`src/rtl/hazard_detection_unit_pkg.sv`:
```
// Shared pipeline definitions: FSM encoding, register address width and
// forwarding mux selects used by the hazard unit and the forwarding logic.
package hazard_detection_unit_pkg;

    localparam int ADDR_W = 5;

    typedef enum logic {
        RUN      = 1'b0,
        MEM_WAIT = 1'b1
    } state_t;

    localparam logic [1:0] FWD_NONE   = 2'b00;
    localparam logic [1:0] FWD_MEM_WB = 2'b01;
    localparam logic [1:0] FWD_EX_MEM = 2'b10;

endpackage

```
`src/rtl/hazard_detection_unit_if.sv`:
```
// Bundle of pipeline-register observations and hazard controls exchanged
// between the pipeline datapath (master) and the hazard unit (slave).
interface hazard_detection_unit_if #(
    parameter int ADDR_W = hazard_detection_unit_pkg::ADDR_W,
    parameter int CNT_W  = 16
);
    logic              ID_EX_MemRead;
    logic [ADDR_W-1:0] ID_EX_Register_Rd;
    logic [ADDR_W-1:0] IF_ID_Register_Rs1;
    logic [ADDR_W-1:0] IF_ID_Register_Rs2;
    logic              IF_ID_Uses_Rs2;
    logic              branch_taken;
    logic              mem_req;
    logic              mem_ready;
    logic              PC_Write;
    logic              IF_ID_Write;
    logic              IF_ID_Flush;
    logic              ID_EX_Flush;
    logic              EX_MEM_Stall;
    logic              hazard_selector;
    logic [CNT_W-1:0]  stall_count;
    logic [CNT_W-1:0]  flush_count;

    modport master (
        output ID_EX_MemRead, ID_EX_Register_Rd, IF_ID_Register_Rs1,
               IF_ID_Register_Rs2, IF_ID_Uses_Rs2, branch_taken, mem_req, mem_ready,
        input  PC_Write, IF_ID_Write, IF_ID_Flush, ID_EX_Flush, EX_MEM_Stall,
               hazard_selector, stall_count, flush_count
    );

    modport slave (
        input  ID_EX_MemRead, ID_EX_Register_Rd, IF_ID_Register_Rs1,
               IF_ID_Register_Rs2, IF_ID_Uses_Rs2, branch_taken, mem_req, mem_ready,
        output PC_Write, IF_ID_Write, IF_ID_Flush, ID_EX_Flush, EX_MEM_Stall,
               hazard_selector, stall_count, flush_count
    );
endinterface

```
`src/rtl/hazard_detection_unit_sat_counter.sv`:
```
// Saturating up-counter used for the stall/flush performance counters.
module sat_counter #(
    parameter int CNT_W = 16
) (
    input  logic             clk,
    input  logic             reset,
    input  logic             inc,
    output logic [CNT_W-1:0] count
);

    // Count up on inc, sticking at all-ones.
    always_ff @(posedge clk or posedge reset) begin
        if (reset)
            count <= '0;
        else if (inc && (count != {CNT_W{1'b1}}))
            count <= count + 1'b1;
    end

endmodule

```
`src/rtl/hazard_detection_unit.sv`:
```
// ID-stage hazard unit: load-use bubbles, taken-branch flushes and
// data-memory wait freezes, with a branch remembered across a memory wait.
module hazard_detection_unit
    import hazard_detection_unit_pkg::*;
#(
    parameter int ADDR_W = hazard_detection_unit_pkg::ADDR_W,
    parameter int CNT_W  = 16
) (
    input  logic                    clk,
    input  logic                    reset,
    hazard_detection_unit_if.slave  hif
);

    state_t            state;
    logic              pending_flush;
    logic              load_use;
    logic [ADDR_W-1:0] rd;
    logic              pc_write, if_id_write, if_id_flush, id_ex_flush, ex_mem_stall;

    assign rd = hif.ID_EX_Register_Rd;

    // x0 never creates a dependency; rs2 only matters when the ID instruction reads it.
    assign load_use = hif.ID_EX_MemRead && (rd != '0) &&
                      ((rd == hif.IF_ID_Register_Rs1) ||
                       (hif.IF_ID_Uses_Rs2 && (rd == hif.IF_ID_Register_Rs2)));

    // Combinational control decode; a branch flush always wins over load-use.
    always_comb begin
        pc_write     = 1'b1;
        if_id_write  = 1'b1;
        if_id_flush  = 1'b0;
        id_ex_flush  = 1'b0;
        ex_mem_stall = 1'b0;
        if (!reset) begin
            case (state)
                RUN: begin
                    if (hif.mem_req && !hif.mem_ready) begin
                        pc_write     = 1'b0;
                        if_id_write  = 1'b0;
                        ex_mem_stall = 1'b1;
                    end else if (hif.branch_taken) begin
                        if_id_flush = 1'b1;
                        id_ex_flush = 1'b1;
                    end else if (load_use) begin
                        pc_write    = 1'b0;
                        if_id_write = 1'b0;
                        id_ex_flush = 1'b1;
                    end
                end
                MEM_WAIT: begin
                    if (!hif.mem_ready) begin
                        pc_write     = 1'b0;
                        if_id_write  = 1'b0;
                        ex_mem_stall = 1'b1;
                    end else if (pending_flush || hif.branch_taken) begin
                        if_id_flush = 1'b1;
                        id_ex_flush = 1'b1;
                    end else if (load_use) begin
                        pc_write    = 1'b0;
                        if_id_write = 1'b0;
                        id_ex_flush = 1'b1;
                    end
                end
                default: ;
            endcase
        end
    end

    // FSM, deferred-branch flag and registered bubble indicator.
    always_ff @(posedge clk or posedge reset) begin
        if (reset) begin
            state           <= RUN;
            pending_flush   <= 1'b0;
            hif.hazard_selector <= 1'b0;
        end else begin
            hif.hazard_selector <= id_ex_flush;
            case (state)
                RUN: begin
                    if (hif.mem_req && !hif.mem_ready) begin
                        state         <= MEM_WAIT;
                        pending_flush <= hif.branch_taken;
                    end
                end
                MEM_WAIT: begin
                    if (!hif.mem_ready) begin
                        pending_flush <= pending_flush | hif.branch_taken;
                    end else begin
                        pending_flush <= 1'b0;
                        state         <= RUN;
                    end
                end
                default: state <= RUN;
            endcase
        end
    end

    assign hif.PC_Write     = pc_write;
    assign hif.IF_ID_Write  = if_id_write;
    assign hif.IF_ID_Flush  = if_id_flush;
    assign hif.ID_EX_Flush  = id_ex_flush;
    assign hif.EX_MEM_Stall = ex_mem_stall;

    sat_counter #(.CNT_W(CNT_W)) u_stall_cnt (
        .clk   (clk),
        .reset (reset),
        .inc   (!pc_write),
        .count (hif.stall_count)
    );

    sat_counter #(.CNT_W(CNT_W)) u_flush_cnt (
        .clk   (clk),
        .reset (reset),
        .inc   (if_id_flush),
        .count (hif.flush_count)
    );

endmodule

```
`src/flat_wrapper.sv`:
```
// flat-port wrapper written by rule: the top's interface ports become plain ports
module hazard_detection_unit_flat import hazard_detection_unit_pkg::*;
#(
    parameter int ADDR_W = hazard_detection_unit_pkg::ADDR_W,
    parameter int CNT_W  = 16
)
  (clk, reset, hif_ID_EX_MemRead, hif_ID_EX_Register_Rd, hif_IF_ID_Register_Rs1, hif_IF_ID_Register_Rs2, hif_IF_ID_Uses_Rs2, hif_branch_taken, hif_mem_req, hif_mem_ready, hif_PC_Write, hif_IF_ID_Write, hif_IF_ID_Flush, hif_ID_EX_Flush, hif_EX_MEM_Stall, hif_hazard_selector, hif_stall_count, hif_flush_count);
  hazard_detection_unit_if #(.ADDR_W(ADDR_W), .CNT_W(CNT_W)) hif_i ();
  input  logic clk;
  input  logic reset;
  input wire logic [$bits(hif_i.ID_EX_MemRead)-1:0] hif_ID_EX_MemRead;
  input wire logic [$bits(hif_i.ID_EX_Register_Rd)-1:0] hif_ID_EX_Register_Rd;
  input wire logic [$bits(hif_i.IF_ID_Register_Rs1)-1:0] hif_IF_ID_Register_Rs1;
  input wire logic [$bits(hif_i.IF_ID_Register_Rs2)-1:0] hif_IF_ID_Register_Rs2;
  input wire logic [$bits(hif_i.IF_ID_Uses_Rs2)-1:0] hif_IF_ID_Uses_Rs2;
  input wire logic [$bits(hif_i.branch_taken)-1:0] hif_branch_taken;
  input wire logic [$bits(hif_i.mem_req)-1:0] hif_mem_req;
  input wire logic [$bits(hif_i.mem_ready)-1:0] hif_mem_ready;
  output wire logic [$bits(hif_i.PC_Write)-1:0] hif_PC_Write;
  output wire logic [$bits(hif_i.IF_ID_Write)-1:0] hif_IF_ID_Write;
  output wire logic [$bits(hif_i.IF_ID_Flush)-1:0] hif_IF_ID_Flush;
  output wire logic [$bits(hif_i.ID_EX_Flush)-1:0] hif_ID_EX_Flush;
  output wire logic [$bits(hif_i.EX_MEM_Stall)-1:0] hif_EX_MEM_Stall;
  output wire logic [$bits(hif_i.hazard_selector)-1:0] hif_hazard_selector;
  output wire logic [$bits(hif_i.stall_count)-1:0] hif_stall_count;
  output wire logic [$bits(hif_i.flush_count)-1:0] hif_flush_count;
  assign hif_i.ID_EX_MemRead = hif_ID_EX_MemRead;
  assign hif_i.ID_EX_Register_Rd = hif_ID_EX_Register_Rd;
  assign hif_i.IF_ID_Register_Rs1 = hif_IF_ID_Register_Rs1;
  assign hif_i.IF_ID_Register_Rs2 = hif_IF_ID_Register_Rs2;
  assign hif_i.IF_ID_Uses_Rs2 = hif_IF_ID_Uses_Rs2;
  assign hif_i.branch_taken = hif_branch_taken;
  assign hif_i.mem_req = hif_mem_req;
  assign hif_i.mem_ready = hif_mem_ready;
  assign hif_PC_Write = hif_i.PC_Write;
  assign hif_IF_ID_Write = hif_i.IF_ID_Write;
  assign hif_IF_ID_Flush = hif_i.IF_ID_Flush;
  assign hif_ID_EX_Flush = hif_i.ID_EX_Flush;
  assign hif_EX_MEM_Stall = hif_i.EX_MEM_Stall;
  assign hif_hazard_selector = hif_i.hazard_selector;
  assign hif_stall_count = hif_i.stall_count;
  assign hif_flush_count = hif_i.flush_count;
  hazard_detection_unit #(.ADDR_W(ADDR_W), .CNT_W(CNT_W)) u_core (.clk(clk), .reset(reset), .hif(hif_i));
endmodule
```
`config.mk`:
```
export PLATFORM = sky130hd
export DESIGN_NAME = hazard_detection_unit_flat
export DESIGN_NICKNAME = d
export VERILOG_FILES = /design/src/rtl/hazard_detection_unit_pkg.sv /design/src/rtl/hazard_detection_unit_if.sv /design/src/rtl/hazard_detection_unit_sat_counter.sv /design/src/rtl/hazard_detection_unit.sv /design/src/flat_wrapper.sv
export SDC_FILE = /design/constraint.sdc
export NUM_CORES = 1
export LEC_CHECK = 0
export BUFFER_PORTS_ARGS = -buffer_cell sky130_fd_sc_hd__buf_4
export CAP_MARGIN = 40
export CORE_ASPECT_RATIO = 0.6
export CORE_MARGIN = 8
export CORE_UTILIZATION = 40
export CTS_CLUSTER_DIAMETER = 50
export DETAILED_ROUTE_END_ITERATION = 8
export MAX_ROUTING_LAYER = met4
export PLACE_DENSITY = 0.63
export SLEW_MARGIN = 20
export SYNTH_ARGS = -nofsm -noshare
export SYNTH_HDL_FRONTEND = slang
export SYNTH_SLANG_ARGS = --single-unit
```
`constraint.sdc`:
```
create_clock -name clk -period 2.35 [get_ports clk]
set_input_delay 0.47 -clock clk [delete_from_list [all_inputs] [get_ports clk]]
set_output_delay 0.47 -clock clk [all_outputs]
set_load 0.05 [all_outputs]
```
==> results by group, run 1 <==
Place
  • Final Wtd Congestion: around 0.89
  • Port Buffers: 59
  • Post-DP HPWL: roughly 3.5 mm
  • Worst slack at placement: -0.0435 ns
  • Placed cell areas: about 0.0023 mm2

STA
  • Final hold vios: 0
  • # setup viols final: 0
  • Max-slew headroom: between 60% and 70%
  • Final period utilization: between 90% and 100%
  • Final worst slack: between 0.06 and 0.07 ns
  • Pins Over Slew Limit: 0
  • Actual slew at the worst max-slew pin: ~0.53 ns
  • F_max: between 400 and 500 MHz
  • Period minus WS final: ~2.3 ns
  • Clock skew: between 0.004 and 0.005 ns

Routing
  • Final WL: ~4.5 mm
  • DR pass1 iterations: 4
  • Antenna-violating nets left: 0
  • Vias: about 1500
  • Remaining DRCs: 0
  • Count of routing violations after the opening detailed-route iteration: 73
  • Routed len/inst: roughly 15 um
  • Drt via density: between 4 and 5

Yosys
  • Leading register cell type out of synthesis: dfrtp_1
  • Biggest area consumer among synthesized cells: dfrtp_1
  • Cell variety after synth: 33
  • Mapped Area: between 0.0015 and 0.002 mm2
  • Share of the synthesized area in the top cell type: between 40% and 50%
  • Ys async rst share: between 90% and 100%
  • Most common cell in the netlist: dfrtp_1
  • Syn nets: between 150 and 200
  • Register bit count reported by yosys: 35
  • Synth Warn #: 0
  • Post-synth EDFFs: 0
  • Synth area leaders: dfrtp_1 49%, xnor2_1 15%, nand4_1 4.2%
  • Post-Synthesis Cells: 166
  • Sequential share of the synthesized area: about half
  • Syn_area_per_cell: roughly 11 um2
  • Commonest cells in the netlist: 35 x dfrtp_1, 30 x xnor2_1, 12 x nand3_1, 12 x nand4_1

Finish
  • Net count, final: 257
  • Area growth syn-to-layout: 37.9%
  • Storage cell area: 876 um2
  • # diodes: 0
  • Fin area: 0.00246 mm2
  • Finished Core Util: 58.6%
  • Fillers: about 380
  • Multi-input logic area: about 900 um2
  • Share of layout cells above drive strength 1: between 30% and 40%

Die
  • Die width: 102 um
  • Die Ht: 67.7 um
  • Top-Level Pins: 60
  • CORE AREA: about 0.0042 mm2
  • FP Rows: 18
  • Initial Utilization: 42.5%
  • Die area: 0.00692 mm2

Setup path
  • Max incr delay on CP: between 0.2 and 0.25 ns
  • Crit path max fanout: 3
  • Slowest cell on the critical path: nor3_2
  • Data arrival time of the critical path: 1.82 ns
  • Cell mode on critical path: buf_4
  • Worst-path cell chain: buf_4 > xnor2_1 > nand3_1 > nor3_2 > o221ai_2 > buf_4 > o31ai_4 > buf_6
  • Worst Path Buf+Inv: 3
  • CP Launch Type: input pin
  • Critical Path RT: about 1.9 ns
  • Delay-heaviest family, CP: buffers and inverters
  • Critical path capture point type: primary output
  • CP Class: in -> out

Pwr
  • P per Cell Area: roughly 830 mW/mm2
  • Total power: ~0.0020 W
  • Worst vdd ir: ~750 uV
  • Lkg Pwr: ~1.2 nW

Clock network
  • # clock sinks: 35
  • Number of H-tree levels: 2
  • Root Driver: clkbuf_8
  • Clk buf depth: 2
  • TritonCTS clock tree: built
  • Worst-skew pair later-pin latency: about 0.28 ns
  • Worst-path clk slew: 0.07 ns
  • CTS buffer count: 5

Run status
  • Status: finished, final reports clean

Global routing
  • Largest net degree at the start of global routing: 36
  • Overall Global Routing Usage: 14.3%
  • Initial antenna violation count: 0
  • Global-route wire length before repair: 7.42 mm
  • GR Overflow Total: 0
  • Via count of the first global-routing pass: roughly 1500

Run
  • Max-cap viol count: 0

Hold path
  • Min-delay worst type: in -> async
logic make-up after synthesis:
logic type,count (synthesis),share of synthesized area [%]
DFF,35,49.2
buffers and inverters,9,2.32
muxes,3,1.90
AOI/OAI and AO/OA,12,5.62
xor gates and xnor gates,38,18.7
and+or+nand+nor,67,20.9
adders and majority gates,2,1.40
timing repair:
item	in CTS	in global routing
resized for setup	2	3
pin swaps	0	2
buffers inserted	0	0
endpoints found under the hold margin	0	0
gates cloned	0	0
setup endpoints to repair	1	3
hold buffers	0	0
per-stage QoR:
| stage | cells | setup TNS (ns) | hold WS, ns |
|---|---|---|---|
| 6_report | 294 | 0 | 0.337 |
| 5_1_grt | 294 | -0.0421 | 0.374 |
| 4_1_cts | 294 | 0 | 0.344 |
| 3_5_place_dp | 286 | -0.0435 | 0.492 |
| 3_3_place_gp | 286 | 0 | 0.480 |
| 2_1_floorplan | 166 | -0.0128 | 0.420 |
cell usage in the layout, fill, tap and decap left out, types with 7 or more instances in the layout:
cell type,instances
nor2_1,7
nand3_1,12
dfrtp_1,35
clkbuf_8,7
nand2_1,9
xor2_1,8
and3_1,10
nand4_1,12
xnor2_1,30
buf_4,62
per-layer routing:
layer  track usage (%)  wire (um)  part of all wire, %
met4              5.99         59                  1.3
met5                 -          0                    0
met3              3.79        276                  6.1
met1              17.9       2110                   47
met2              21.4       2050                   46
registers in the layout (all words and copies together), names as in the netlist:
name / cells
u_core.hif.hazard_selector: 1
u_core.pending_flush: 1
u_core.state: 1
u_core.u_flush_cnt.count: 16
u_core.u_stall_cnt.count: 16
tightest hold or removal path, stage by stage:
cell	delay, ns
buf_4	0.14
clkinvlp_4	0.06
buf_4	0.38
final timing paths:
kind                       slack (ns)                            to  cells past startpoint                          from
min                              0.34   u_core.u_stall_cnt.count[9]                      3                         reset
min in group clk                 0.39          u_core.pending_flush                      2                 hif_mem_ready
max                              0.06               hif_ID_EX_Flush                      8      hif_ID_EX_Register_Rd[0]
max in group asynchronous        1.71   u_core.u_stall_cnt.count[7]                      3                         reset
max reg2reg                      0.26  u_core.u_flush_cnt.count[15]                      8                  u_core.state
min reg2reg                      0.50  u_core.u_stall_cnt.count[10]                      1  u_core.u_stall_cnt.count[10]
layout make-up:
cell class / instances / share of cell area (%)
inverter: 6 / 1.07
multi-input combinational: 122 / 36.7
sequential: 35 / 35.7
clock buffer: 8 / 4.08
tap: 60 / 3.06
timing repair buffer: 63 / 19.4
report_power, final:
group | switching, W | total, W | leakage, nW | internal (W)
Sequential | 0.000113 | 0.000806 | 0.465 | 0.000692
Clock | 0.000209 | 0.000476 | 0.0515 | 0.000267
Combinational | 0.000498 | 0.000745 | 0.645 | 0.000247
Power figures use the tool's default switching activity.
==> inputs of run 2 (changes only) <==
CELL_PAD_IN_SITES_DETAIL_PLACEMENT = 1   (was unset)
CELL_PAD_IN_SITES_GLOBAL_PLACEMENT = 1   (was unset)
CORE_UTILIZATION = 38   (was 40)
PLACE_DENSITY = 0.76   (was 0.63)
==> run 2 against run 1 <==
Compared with the run above:
- sequential share of layout area fell by 0.27 points
- largest power group unchanged
- total power rose by 1.5%
- via count rose by 4.7%
- worst setup slack improved by 0.025 ns
- global-route usage rose by 0.58 points
- flip-flop and latch count did not move
- routed wire length rose by 14%
- sequential power barely moved
- critical path type unchanged
- critical endpoint unchanged
- register-to-register slack got worse by 0.02 ns
- die area rose by 4.2%
- highest routed layer unchanged
==> results by group, run 2 (synthesis results as in run 1) <==
Global routing
  • Global-route wire length before repair: 8.60 mm (was 7.42 mm)
  • Overall Global Routing Usage: 14.9% (was 14.3%)
  • Via count of the first global-routing pass: 1685 (was 1459)
  • Initial antenna violation count: 0 (unchanged)
  • Largest net degree at the start of global routing: 36 (unchanged)
  • GR Overflow Total: 0 (unchanged)

Setup path
  • Critical path capture point type: primary output (unchanged)
  • Max incr delay on CP: 0.19 ns (was 0.21 ns)
  • Slowest cell on the critical path: xnor2_2 (was nor3_2)
  • Cell mode on critical path: buf_4 (unchanged)
  • Worst-path cell chain: buf_4 > xnor2_2 > nand4_1 > nor3_2 > o221ai_2 > buf_4 > o31ai_4 > buf_6 (was buf_4 > xnor2_1 > nand3_1 > nor3_2 > o221ai_2 > buf_4 > o31ai_4 > buf_6)
  • CP Launch Type: input pin (unchanged)
  • Crit path max fanout: 3 (unchanged)
  • Data arrival time of the critical path: 1.79 ns (was 1.82 ns)
  • Critical Path RT: 1.88 ns (about the same)
  • CP Class: in -> out (unchanged)
  • Reg2Reg Setup Slack: 0.24 ns (was 0.26 ns)
  • Worst Reg2Reg Path Length in Cells: 6 (was 8)

Clock network
  • Worst-skew pair later-pin latency: 0.29 ns (was 0.28 ns)
  • CTS buffer count: 5 (unchanged)
  • # hold bufs at CTS: 0 (unchanged)
  • TritonCTS clock tree: built (unchanged)
  • Root Driver: clkbuf_8 (unchanged)
  • Worst-path clk slew: 0.07 ns (about the same)
  • Number of H-tree levels: 2 (unchanged)
  • # clock sinks: 35 (unchanged)
  • Clk buf depth: 2 (unchanged)
  • Post CTS Setup Buffer Count: 0 (unchanged)

Die
  • CORE AREA: 0.00454 mm2 (was 0.00419 mm2)
  • Die area: 0.00721 mm2 (was 0.00692 mm2)
  • FP Rows: 19 (was 18)
  • Die Ht: 69.0 um (was 67.7 um)
  • Initial Utilization: 39.2% (was 42.5%)
  • Die width: 104 um (was 102 um)
  • Top-Level Pins: 60 (unchanged)

Pwr
  • Sw frac: 41.2% (was 40.5%)
  • Comb power frac: 37.0% (was 36.8%)
  • Lkg Pwr: 1.17 nW (was 1.16 nW)
  • Clock power share: 23.7% (was 23.5%)
  • Int Pwr: 0.00121 W (about the same)
  • P per Cell Area: 831 mW/mm2 (was 825 mW/mm2)
  • Worst vdd ir: 694 uV (was 752 uV)
  • Total power: 0.00206 W (was 0.00203 W)
  • Reg power frac: 39.3% (was 39.7%)
  • P_sw: 0.000847 W (was 0.000820 W)

Finish
  • Most frequent cells in the layout: 63 x buf_4, 35 x dfrtp_1, 29 x xnor2_1 (was 62 x buf_4, 35 x dfrtp_1, 30 x xnor2_1)
  • Biggest regs: u_core.u_flush_cnt.count: 16 flops, u_core.u_stall_cnt.count: 16 flops (unchanged)
  • Final non-filler cell total: 298 (was 294)
  • # diodes: 0 (unchanged)
  • Area growth syn-to-layout: 38.9% (was 37.9%)
  • Multi-input logic area: 910 um2 (was 902 um2)
  • Share of layout cells above drive strength 1: 37.4% (was 36.8%)
  • Net count, final: 258 (was 257)
  • Most common cell after layout, fill and taps aside: buf_4 (unchanged)
  • Storage cell area: 876 um2 (unchanged)
  • Fillers: 524 (was 382)

Routing
  • Antenna-violating nets left: 0 (unchanged)
  • Vias: 1522 (was 1453)
  • Final WL: 5.13 mm (was 4.50 mm)
  • Count of routing violations after the opening detailed-route iteration: 56 (was 73)
  • Drt via density: 5.11 (was 4.94)
  • DR pass1 iterations: 4 (unchanged)
  • Remaining DRCs: 0 (unchanged)
  • Routed len/inst: 17.2 um (was 15.3 um)

STA
  • Hold WS: 0.347 ns (was 0.337 ns)
  • Final hold vios: 0 (unchanged)
  • Final period utilization: 96.4% (was 97.4%)
  • Clock skew: 0.00308 ns (was 0.00429 ns)
  • RSZ-0062 raised after global routing: false
  • F_max: 442 MHz (was 437 MHz)
  • # setup viols final: 0 (unchanged)
  • Period minus WS final: 2.26 ns (was 2.29 ns)
  • Actual slew at the worst max-slew pin: 0.468 ns (was 0.530 ns)
  • Max-slew headroom: 68.8% (was 64.5%)
  • Pins Over Slew Limit: 0 (unchanged)

Run status
  • Status: finished, final reports clean (unchanged)

Hold path
  • Min-delay worst type: in -> async (unchanged)

Place
  • Post-DP HPWL: 4.02 mm (was 3.53 mm)
  • Port Buffers: 59 (unchanged)
  • Placed Cells: 290 (was 286)
  • Final Wtd Congestion: 0.778 (was 0.893)

Run
  • Max-cap viol count: 0 (unchanged)
run 2: cell types whose count changed in the layout (fill, tap and decap cells not counted):
cell,delta
xnor2_1,-1
xnor2_2,+1
buf_4,+1
run 2: metrics by stage:
step           setup TNS, ns  area, um2  worst slack, ns  utilization (%)
2_1_floorplan        -0.0128       1800          -0.0128                -
3_3_place_gp         -0.0264       2340          -0.0264             51.5
3_5_place_dp         -0.0630       2340          -0.0630             51.5
4_1_cts                    0       2460           0.0266             54.3
5_1_grt                    0       2470           0.0156             54.5
6_report                   0       2470           0.0853             54.5
run 2: repair_timing:
| item | 4_1_cts | 5_1_grt |
|---|---|---|
| pin swaps | 0 | 1 |
| resized for setup | 4 | 2 |
| endpoints found under the setup margin | 1 | 3 |
| cloned | 0 | 0 |
| hold endpoints to repair | 0 | 0 |
run 2: power groups by stage:
stage               clock, W  combinational, W  sequential (W)
floorplan                  0          0.000211         0.00109
global placement           0          0.000743        0.000811
detailed placement         0          0.000763        0.000820
CTS                 0.000496          0.000770        0.000810
global route        0.000527          0.000807        0.000828
finish              0.000487          0.000762        0.000808
run 2: worst max-delay path, delay by kind of cell:
kind	cells	cell delay (ns)
compound gates	2	0.34
xor+xnor	1	0.19
buf+inv	3	0.49
simple gates	2	0.30
run 2: layer usage:
layer  part of all wire [%]  track usage [%]  vias to the layer above
met5                      0                -                        -
met4                    1.8             5.10                        0
met3                    3.6             4.08                        9
met2                     47             22.9                       30
met1                     48             18.4                      765
li1                       -                -                      718
run 2: final timing paths:
path | startpoint | to
worst max-delay path | hif_ID_EX_Register_Rd[1] | hif_ID_EX_Flush
worst min-delay path | reset | u_core.u_stall_cnt.count[10]
worst max register to register | u_core.u_flush_cnt.count[6] | u_core.u_flush_cnt.count[1]
worst min register to register | u_core.u_stall_cnt.count[8] | u_core.u_stall_cnt.count[8]
max in group asynchronous | reset | u_core.u_stall_cnt.count[11]
min in group clk | hif_mem_ready | u_core.pending_flush
run 2: area by class of cell:
cell class                 instances  share of cell area (%)
clock buffer                       8                    4.04
inverter                           6                    1.06
timing repair buffer              64                    19.6
multi-input combinational        122                    36.8
tap                               63                    3.19
sequential                        35                    35.4
